File: src/rtl/mult_arbiter.sv
`default_nettype none
// ============================================================================
//  Module      : mult_arbiter
//  Description : Round-robin arbiter sharing one shift-add multiplier core
//                between N_REQ requesters. Latches the winner's operands,
//                drives the core through a level start/ready handshake,
//                returns the product with a one-cycle done pulse, and aborts
//                through a watchdog when the core never answers.
//  Revision    : 1.0 - initial release
// ============================================================================
module mult_arbiter #(
  parameter int N_REQ   = 4,
  parameter int WIDTH   = 8,
  parameter int TIMEOUT = 32
) (
  input  logic                     clk,
  input  logic                     n_reset,
  input  logic [N_REQ-1:0]         req,
  input  logic [N_REQ*WIDTH-1:0]   a_in,
  input  logic [N_REQ*WIDTH-1:0]   b_in,
  output logic [N_REQ-1:0]         gnt,
  output logic [N_REQ-1:0]         done,
  output logic [2*WIDTH-1:0]       product,
  output logic                     busy,
  output logic                     timeout_err,
  output logic                     mul_start,
  output logic [WIDTH-1:0]         mul_a,
  output logic [WIDTH-1:0]         mul_b,
  input  logic                     mul_ready,
  input  logic [2*WIDTH-1:0]       mul_product
);

  localparam int PTR_W = (N_REQ > 1) ? $clog2(N_REQ) : 1;
  localparam int WD_W  = (TIMEOUT > 1) ? $clog2(TIMEOUT) : 1;

  typedef enum logic [2:0] {
    S_IDLE  = 3'd0,
    S_GRANT = 3'd1,
    S_RUN   = 3'd2,
    S_DONE  = 3'd3,
    S_DRAIN = 3'd4
  } state_t;

  state_t               r_state;
  state_t               w_state_nxt;

  logic [PTR_W-1:0]     r_rr_ptr;
  logic [PTR_W-1:0]     w_rr_ptr_nxt;
  logic [WD_W-1:0]      r_wd;
  logic [WD_W-1:0]      w_wd_nxt;
  logic [N_REQ-1:0]     r_gnt;
  logic [N_REQ-1:0]     w_gnt_nxt;
  logic [N_REQ-1:0]     r_done;
  logic [N_REQ-1:0]     w_done_nxt;
  logic [2*WIDTH-1:0]   r_product;
  logic [2*WIDTH-1:0]   w_product_nxt;
  logic                 r_busy;
  logic                 w_busy_nxt;
  logic                 r_timeout_err;
  logic                 w_timeout_err_nxt;
  logic                 r_mul_start;
  logic                 w_mul_start_nxt;
  logic [WIDTH-1:0]     r_mul_a;
  logic [WIDTH-1:0]     w_mul_a_nxt;
  logic [WIDTH-1:0]     r_mul_b;
  logic [WIDTH-1:0]     w_mul_b_nxt;

  // Round-robin search results
  logic                 w_found;
  logic [PTR_W-1:0]     w_winner;
  logic [PTR_W:0]       w_sum;
  logic [PTR_W-1:0]     w_idx;

  // Operand slices unpacked per requester so the winner can select them
  logic [WIDTH-1:0]     w_a_arr [N_REQ];
  logic [WIDTH-1:0]     w_b_arr [N_REQ];

  genvar gi;
  generate
    for (gi = 0; gi < N_REQ; gi++) begin : g_unpack
      assign w_a_arr[gi] = a_in[gi*WIDTH +: WIDTH];
      assign w_b_arr[gi] = b_in[gi*WIDTH +: WIDTH];
    end
  endgenerate

  // Pick the first requesting index at or above rr_ptr, wrapping modulo N_REQ
  always_comb begin
    w_found  = 1'b0;
    w_winner = '0;
    w_sum    = '0;
    w_idx    = '0;
    for (int k = 0; k < N_REQ; k++) begin
      w_sum = {1'b0, r_rr_ptr} + (PTR_W+1)'(k);
      if (w_sum >= (PTR_W+1)'(N_REQ)) begin
        w_sum = w_sum - (PTR_W+1)'(N_REQ);
      end
      w_idx = w_sum[PTR_W-1:0];
      if (!w_found && req[w_idx]) begin
        w_found  = 1'b1;
        w_winner = w_idx;
      end
    end
  end

  // State register
  always_ff @(posedge clk or negedge n_reset) begin
    if (!n_reset) begin
      r_state <= S_IDLE;
    end else begin
      r_state <= w_state_nxt;
    end
  end

  // Next-state and next-output logic; every output register is loaded from here
  always_comb begin
    w_state_nxt       = r_state;
    w_rr_ptr_nxt      = r_rr_ptr;
    w_wd_nxt          = r_wd;
    w_gnt_nxt         = r_gnt;
    w_done_nxt        = '0;
    w_product_nxt     = r_product;
    w_timeout_err_nxt = r_timeout_err;
    w_mul_start_nxt   = r_mul_start;
    w_mul_a_nxt       = r_mul_a;
    w_mul_b_nxt       = r_mul_b;

    unique case (r_state)
      S_IDLE: begin
        if (w_found) begin
          w_state_nxt  = S_GRANT;
          w_gnt_nxt    = N_REQ'(1) << w_winner;
          w_mul_a_nxt  = w_a_arr[w_winner];
          w_mul_b_nxt  = w_b_arr[w_winner];
          w_rr_ptr_nxt = (w_winner == PTR_W'(N_REQ-1)) ? '0 : w_winner + 1'b1;
          w_wd_nxt     = '0;
        end
      end

      S_GRANT: begin
        w_state_nxt     = S_RUN;
        w_mul_start_nxt = 1'b1;
        w_wd_nxt        = '0;
      end

      S_RUN: begin
        if (mul_ready) begin
          w_state_nxt     = S_DONE;
          w_product_nxt   = mul_product;
          w_mul_start_nxt = 1'b0;
          w_done_nxt      = r_gnt;
        end else if (r_wd == WD_W'(TIMEOUT-1)) begin
          // Core has not answered within the budget: abort with a zero result
          w_state_nxt       = S_DONE;
          w_product_nxt     = '0;
          w_timeout_err_nxt = 1'b1;
          w_mul_start_nxt   = 1'b0;
          w_done_nxt        = r_gnt;
        end else begin
          w_wd_nxt = r_wd + 1'b1;
        end
      end

      S_DONE: begin
        w_state_nxt = S_DRAIN;
        w_gnt_nxt   = '0;
      end

      S_DRAIN: begin
        // Hold off the next grant until the core has released ready
        if (!mul_ready) begin
          w_state_nxt = S_IDLE;
          w_wd_nxt    = '0;
        end
      end

      default: begin
        w_state_nxt     = S_IDLE;
        w_gnt_nxt       = '0;
        w_mul_start_nxt = 1'b0;
      end
    endcase

    w_busy_nxt = (w_state_nxt != S_IDLE);
  end

  // Output and datapath registers
  always_ff @(posedge clk or negedge n_reset) begin
    if (!n_reset) begin
      r_rr_ptr      <= '0;
      r_wd          <= '0;
      r_gnt         <= '0;
      r_done        <= '0;
      r_product     <= '0;
      r_busy        <= 1'b0;
      r_timeout_err <= 1'b0;
      r_mul_start   <= 1'b0;
      r_mul_a       <= '0;
      r_mul_b       <= '0;
    end else begin
      r_rr_ptr      <= w_rr_ptr_nxt;
      r_wd          <= w_wd_nxt;
      r_gnt         <= w_gnt_nxt;
      r_done        <= w_done_nxt;
      r_product     <= w_product_nxt;
      r_busy        <= w_busy_nxt;
      r_timeout_err <= w_timeout_err_nxt;
      r_mul_start   <= w_mul_start_nxt;
      r_mul_a       <= w_mul_a_nxt;
      r_mul_b       <= w_mul_b_nxt;
    end
  end

  assign gnt         = r_gnt;
  assign done        = r_done;
  assign product     = r_product;
  assign busy        = r_busy;
  assign timeout_err = r_timeout_err;
  assign mul_start   = r_mul_start;
  assign mul_a       = r_mul_a;
  assign mul_b       = r_mul_b;

endmodule
`default_nettype wire

File: config.mk
export PLATFORM = sky130hd
export DESIGN_NAME = mult_arbiter
export DESIGN_NICKNAME = d
export VERILOG_FILES = /design/src/rtl/mult_arbiter.sv
export SDC_FILE = /design/constraint.sdc
export NUM_CORES = 1
export LEC_CHECK = 0
export ABC_AREA = 1
export ABC_CLOCK_PERIOD_IN_PS = 1900
export CAP_MARGIN = 20
export CORE_AREA = 2 2 101 103
export DETAILED_ROUTE_END_ITERATION = 8
export DIE_AREA = 0 0 103 105
export PLACE_DENSITY_LB_ADDON = 0.15
export SYNTH_ARGS = -nofsm -noshare
export SYNTH_HDL_FRONTEND = slang
export SYNTH_SLANG_ARGS = --single-unit
File: constraint.sdc
create_clock -name clk -period 1.9 [get_ports clk]
set_input_delay 0.57 -clock clk [delete_from_list [all_inputs] [get_ports clk]]
set_output_delay 0.57 -clock clk [all_outputs]
set_load 0.01 [all_outputs]
==> results of run 1 <==
-- metrics by stage --
step / util / hold WS [ns] / total power [mW] / setup TNS, ns / std cells
global placement: 0.512 / 0.453 / 8.19 / -10.76 / 740
global route: 0.558 / 0.141 / 11.2 / -2.57 / 763
floorplan: - / 0.274 / 5.92 / 0 / 477
finish: 0.558 / 0.130 / 10.3 / -0.366 / 763
detailed placement: 0.512 / 0.454 / 8.28 / -11.46 / 740
CTS: 0.539 / 0.138 / 9.81 / -0.00988 / 756
-- routing by layer --
layer / part of all wire / routed length (um) / global-route usage
met1: 0.43 / 4000 / 0.208
met2: 0.48 / 4480 / 0.287
met3: 0.078 / 728 / 0.0415
met4: 0.019 / 174 / 0.0536
met5: 0 / 0 / 0
-- sequential cells by signal, summed over array words and instances, names as in the netlist --
name         flops
busy             1
done             4
gnt              4
mul_a            8
mul_b            8
mul_start        1
product         16
r_rr_ptr         2
r_state          3
r_wd             5
timeout_err      1
-- critical path: cells and delay by family (launching register included) --
| family | cells | cell delay (ns) |
|---|---|---|
| simple gates | 9 | 0.81 |
| flops | 1 | 0.47 |
| buf+inv | 3 | 0.32 |
| compound gates | 1 | 0.06 |
| fa+ha+maj | 1 | 0.18 |
-- repair_timing --
item | 4_1_cts | 5_1_grt
pin swaps | 12 | 10
setup endpoints to repair | 24 | 27
gates resized for setup | 21 | 28
buffers inserted | 6 | 5
endpoints found under the hold margin | 0 | 0
gates cloned | 2 | 3
-- cells by family (layout without fill, tap and decap cells) --
kind of cell | after synthesis | in the layout | synth area share
compound gates | 13 | 13 | 0.0218
simple gates | 309 | 309 | 0.431
xor+xnor | 1 | 1 | 0.00263
buf+inv | 95 | 248 | 0.123
flops | 53 | 53 | 0.399
fa+ha+maj | 6 | 6 | 0.0226
-- Yosys cell counts (3+ instances only) --
master / number / share of area
buf_2: 8 / 0.012
nand3_1: 71 / 0.11
inv_2: 3 / 0.0034
nand2_4: 6 / 0.020
clkbuf_1: 7 / 0.0079
nand3b_1: 19 / 0.043
inv_1: 70 / 0.079
buf_6: 5 / 0.017
nor2_1: 16 / 0.018
ha_1: 6 / 0.023
o21ai_0: 6 / 0.0090
nand3_2: 3 / 0.0090
nand2_2: 6 / 0.011
nand2_1: 184 / 0.21
a21oi_1: 4 / 0.0060
dfrtp_1: 53 / 0.40
-- area by class of cell --
class | instances | area, um^2
clock inverters | 2 | 37.5
well taps | 133 | 166
clock buffers | 6 | 82.6
inverters | 74 | 288
flip-flops and latches | 53 | 1330
fillers | 921 | 4260
repair buffers | 166 | 1770
multi-input cells | 329 | 1700
-- report_power, final --
part	internal, mW	leakage (nW)	switching [mW]
sequential	1.61	0.673	0.299
combinational	3.67	2.03	3.89
clock	0.429	0.0574	0.388
total	5.70	2.76	4.58
-- how the worst min path moves through the flow --
stage | endpoint | slack, ns | depth (start not counted)
after floorplan | busy | 0.27 | 0
after global placement | product[14] | 0.45 | 2
after detailed placement | timeout_err | 0.45 | 1
after CTS | mul_a[0] | 0.14 | 1
after global routing | mul_a[0] | 0.14 | 1
final | mul_a[0] | 0.13 | 1
==> impl_metrics.toml, run 1 <==
[run_status]
status = "complete, but fails checks"
violations = "setup timing"

[cells_and_area]
design_area_mm2 = 0.00538
antenna_cells = 0
mostFrequentLayoutCells = "nand2_1, clkdlybuf4s50_1, nand3_1, inv_1, dfrtp_1"
drive_above_1_share = 0.156
final_common_cell = "nand2_1"
syn2layout_area_growth_pct = 61.8
num-nets-final = 722

[route]
drt_iter0_markers = 129
postRouteAntennaNets = 0
wire_per_inst_um = 12.3
drt-total-wl_um = 9380
vias = 3386
drt_first_pass_iters = 4
viasPerCell = 4.44
drt_drc_violations_left = 0

[sta]
rsz0062_at_grt = "true"
setup_viol = 12
layout_setup_ws_ns = -0.0631
max_slew_margin = 0.790
drv_slew = 0
timing.fmax_mhz = 509
period_needed_ns = 1.96
fin_crit_sh = 1.03
finalClockSkew_ns = 0.00974
timing_worst_slew_pin_value_ns = 0.315
hold_violations = 0

[synthesis]
synth_edf_count = 0
yosysSeqAreaShare = 0.399
synth_area_mm2 = 0.00333
ys_ff_latch = 53
synth-async-reset-ratio = 1.00
yosysWarnings = 0
synth.distinct_cells = 26
syn_nets = 570
synth_area_per_cell_um2 = 6.97
synthCells = 477
dominantRegCellSynth = "dfrtp_1"

[floorplan]
fp.dieH_um = 105
io_pins = 130
die_area_mm2 = 0.0108
row_count = 36
die_x_um = 103
initial_core_util = 0.345
core_area_mm2 = 0.00964

[placement]
pre_cts_slack_ns = -0.505
place.gp.congestion = 0.785
io_buffers = 129
placed_cell_area_mm2 = 0.00494
dpl.hpwl_um = 6730

[worst_hold_path]
min_path_type = "in -> async"

[worst_setup_path]
setup.worst_path.start = "r_rr_ptr[0]"
rr_worst_depth = 14
crit-reg2reg-launch = "r_rr_ptr[0]"
reg2reg_to = "r_rr_ptr[1]"
cp-end-kind = "flip-flop"
critPathMaxFanout = 9
reg2reg_slack_ns = -0.06
endpoint = "r_rr_ptr[1]"
cp_slowest_cell = "dfrtp_2"
cp.arrival_ns = 2.16
cp_slowest_stage_delay_ns = 0.47
critical_path_class = "reg -> reg"
crit_path_start_kind = "flip-flop"
critPathRequiredTime_ns = 2.10
crit_top_cell = "nand2_1"
crit_chain = "clkinv_4, nand2_1, nand2_1, nand2_2, nand2_4, nor2_8, nand3_4, nand2_8, nand2_8, buf_6, inv_4, ha_4, nand2_1, o21ai_0"

[flow_run]
cap_violations = 0

[global_route]
grt_pass1_vias = 3264
grt_usage = 0.169
antenna_found_initial = 0
grt_pass1_wl_um = 14900
grt_max_degree = 43
grt-ovfl-total = 0

[clocking]
cts_hold_buf = 0
cts-root-buf = "clkbuf_8"
insertion_delay_ns = 0.31
numClockSinks = 53
cts.reportedPaths.clkPinSlew_ns = 0.10
htreeDepth = 2
cts_tree = "done"
cts_buffers = 5
clockBufferDepth = 2

[power]
ir_drop_v = 0.000792
p_per_area_mw_per_mm2 = 1910
power_leakage_nw = 2.76
No activity file was read; power rests on OpenSTA's default activity.
==> run 2: changes to the inputs <==
--- a/config.mk
+++ b/config.mk
@@ -8,9 +8,9 @@
 export ABC_AREA = 1
 export ABC_CLOCK_PERIOD_IN_PS = 1900
 export CAP_MARGIN = 20
-export CORE_AREA = 2 2 101 103
+export CORE_AREA = 2 2 116 90
 export DETAILED_ROUTE_END_ITERATION = 8
-export DIE_AREA = 0 0 103 105
+export DIE_AREA = 0 0 118 92
 export PLACE_DENSITY_LB_ADDON = 0.15
 export SYNTH_ARGS = -nofsm -noshare
 export SYNTH_HDL_FRONTEND = slang
==> run 2 against run 1 <==
  * The flow still finishes with violations (setup timing)
  * Hold slack improved by 0.13 ns
  * Count of clock-buffer cells in the layout did not move
  * Design area rose by 3.1%
  * Clock power rose by 32%
  * Maximum frequency fell by 1.3%
  * Setup slack got worse by 0.026 ns
  * Core utilization rose by 0.26 points
  * Critical path depth did not move
  * Die area rose by 0.38%
  * Largest power group unchanged
  * Highest routed layer unchanged
==> impl_metrics.toml, run 2 (synthesized netlist as in run 1, its figures left out) <==
[run_status]
status = "complete, but fails checks"
violations = "setup timing"

[sta]
max_slew_margin = 0.806
layout_setup_ws_ns = -0.0891
timing_worst_slew_pin_value_ns = 0.291
setup_viol = 19
hold_violations = 0
rsz0062_at_grt = "true"
drv_slew = 0
period_needed_ns = 1.99
timing.fmax_mhz = 503
fin_crit_sh = 1.05
finalClockSkew_ns = 0.00540

[worst_setup_path]
reg2reg_slack_ns = -0.09
cp_slowest_cell = "dfrtp_2"
critPathRequiredTime_ns = 2.08
critPathMaxFanout = 5
crit-reg2reg-launch = "r_rr_ptr[0]"
critical_path_class = "reg -> reg"
reg2reg_to = "r_rr_ptr[1]"
cp.arrival_ns = 2.17
rr_worst_depth = 14
crit_top_cell = "nand2_4"
crit_chain = "buf_6, nand2_4, nand2_4, nand2_4, nand2_4, nor2_8, nand3_4, nand2_8, nand2_8, buf_6, inv_4, ha_4, nand2_2, o21ai_2"
crit_path_start_kind = "flip-flop"
cp-end-kind = "flip-flop"
cp.buffers_inverters = 3
cp_slowest_stage_delay_ns = 0.48
cp_top_family = "simple AND/OR/NAND/NOR gates"

[floorplan]
io_pins = 130
die_x_um = 118
row_count = 32
core_area_mm2 = 0.00989
die_area_mm2 = 0.0109
initial_core_util = 0.336
fp.dieH_um = 92

[power]
power_frac_seq = 0.177
switching_power_mw = 4.93
p_clk_frac = 0.100
power_mw = 10.8
p_sw_frac = 0.457
share_comb_of_total_power = 0.723
p_int_mw = 5.86
p_per_area_mw_per_mm2 = 1950
power_leakage_nw = 2.81
ir_drop_v = 0.000911

[cells_and_area]
num-nets-final = 729
final_cells = 773
final_common_cell = "nand2_1"
syn2layout_area_growth_pct = 66.7
post-route-util = 0.561
drive_above_1_share = 0.193
antenna_cells = 0
fillCellCount = 948
mostFrequentLayoutCells = "nand2_1, clkdlybuf4s50_1, inv_1, nand3_1, dfrtp_1"
largest_reg_flops = 16

[route]
postRouteAntennaNets = 0
wire_per_inst_um = 13.2
viasPerCell = 4.62
drt-total-wl_um = 10200
vias = 3571
drt_iter0_markers = 140
drt_drc_violations_left = 0
drt_first_pass_iters = 4

[placement]
io_buffers = 129
pre_cts_slack_ns = -0.510
dp.cells = 743
dpl.hpwl_um = 6870
place.gp.congestion = 0.881

[global_route]
grt-ovfl-total = 0
grt_pass1_vias = 3382
grt_usage = 0.181
grt_pass1_wl_um = 16100
grt_max_degree = 54
antenna_found_initial = 0

[clocking]
cts_buffers = 5
cts-root-buf = "clkbuf_16"
cts_hold_buf = 0
insertion_delay_ns = 0.29
cts.reportedPaths.clkPinSlew_ns = 0.07
numClockSinks = 53
clockBufferDepth = 2
cts_tree = "done"
htreeDepth = 2

[worst_hold_path]
min_path_type = "in -> async"

[flow_run]
cap_violations = 0
-- run 2: cell types whose count changed in the layout (fill, tap and decap cells not counted), moves of 4 or more --
cell,previous run,this run
nand3_1,70,58
clkbuf_16,3,7
nand2_1,171,167
clkbuf_8,6,1
nand3_2,4,14
buf_4,19,27
nand2_2,16,20
-- run 2: power by group through the flow --
stage	clock [mW]	combinational [mW]	sequential [mW]
final	1.08	7.80	1.91
after global routing	1.16	8.53	1.97
after CTS	1.10	6.98	1.89
after detailed placement	0	6.43	1.89
after global placement	0	6.30	1.89
after floorplan	0	3.89	2.04
-- run 2: metal layers --
layer	track usage	up-vias	wire [um]
met1	0.247	1700	4810
met5	0	-	0
met4	0.0361	0	97
met2	0.294	88	4720
met3	0.0429	9	580
li1	-	1774	-
-- run 2: stage by stage --
stage                     instance area (um^2)  hold slack, ns  TNS, ns
final                                     5550           0.256   -0.655
after global routing                      5550           0.290    -2.64
after CTS                                 5230           0.277        0
after detailed placement                  4940           0.458   -11.89
after global placement                    4940           0.453   -11.09
after floorplan                           3350           0.274        0
-- run 2: final cells by class --
| cell class | instances | area, um^2 | share of cell area |
|---|---|---|---|
| Multi-Input combinational cell | 329 | 1800 | 0.324 |
| Clock buffer | 6 | 139 | 0.0250 |
| Tap cell | 136 | 170 | 0.0307 |
| Inverter | 74 | 293 | 0.0528 |
| Timing Repair Buffer | 172 | 1770 | 0.320 |
| Clock inverter | 2 | 37.5 | 0.00677 |
| Timing Repair inverter | 1 | 6.26 | 0.00113 |
| Sequential cell | 53 | 1330 | 0.240 |
-- run 2: how the worst max path moves through the flow --
stage,start,endpoint,cells after the start
floorplan,req[0],r_rr_ptr[1],12
global placement,req[3],mul_a[6],15
detailed placement,req[3],mul_a[6],15
CTS,req[2],mul_b[5],16
global route,r_rr_ptr[0],mul_b[4],15
finish,r_rr_ptr[0],r_rr_ptr[1],14
-- run 2: repair_timing --
item | 4_1_cts | 5_1_grt
resized for setup | 17 | 52
cloned | 1 | 4
pin swaps | 8 | 34
setup buffers | 5 | 14
endpoints found under the setup margin | 23 | 29
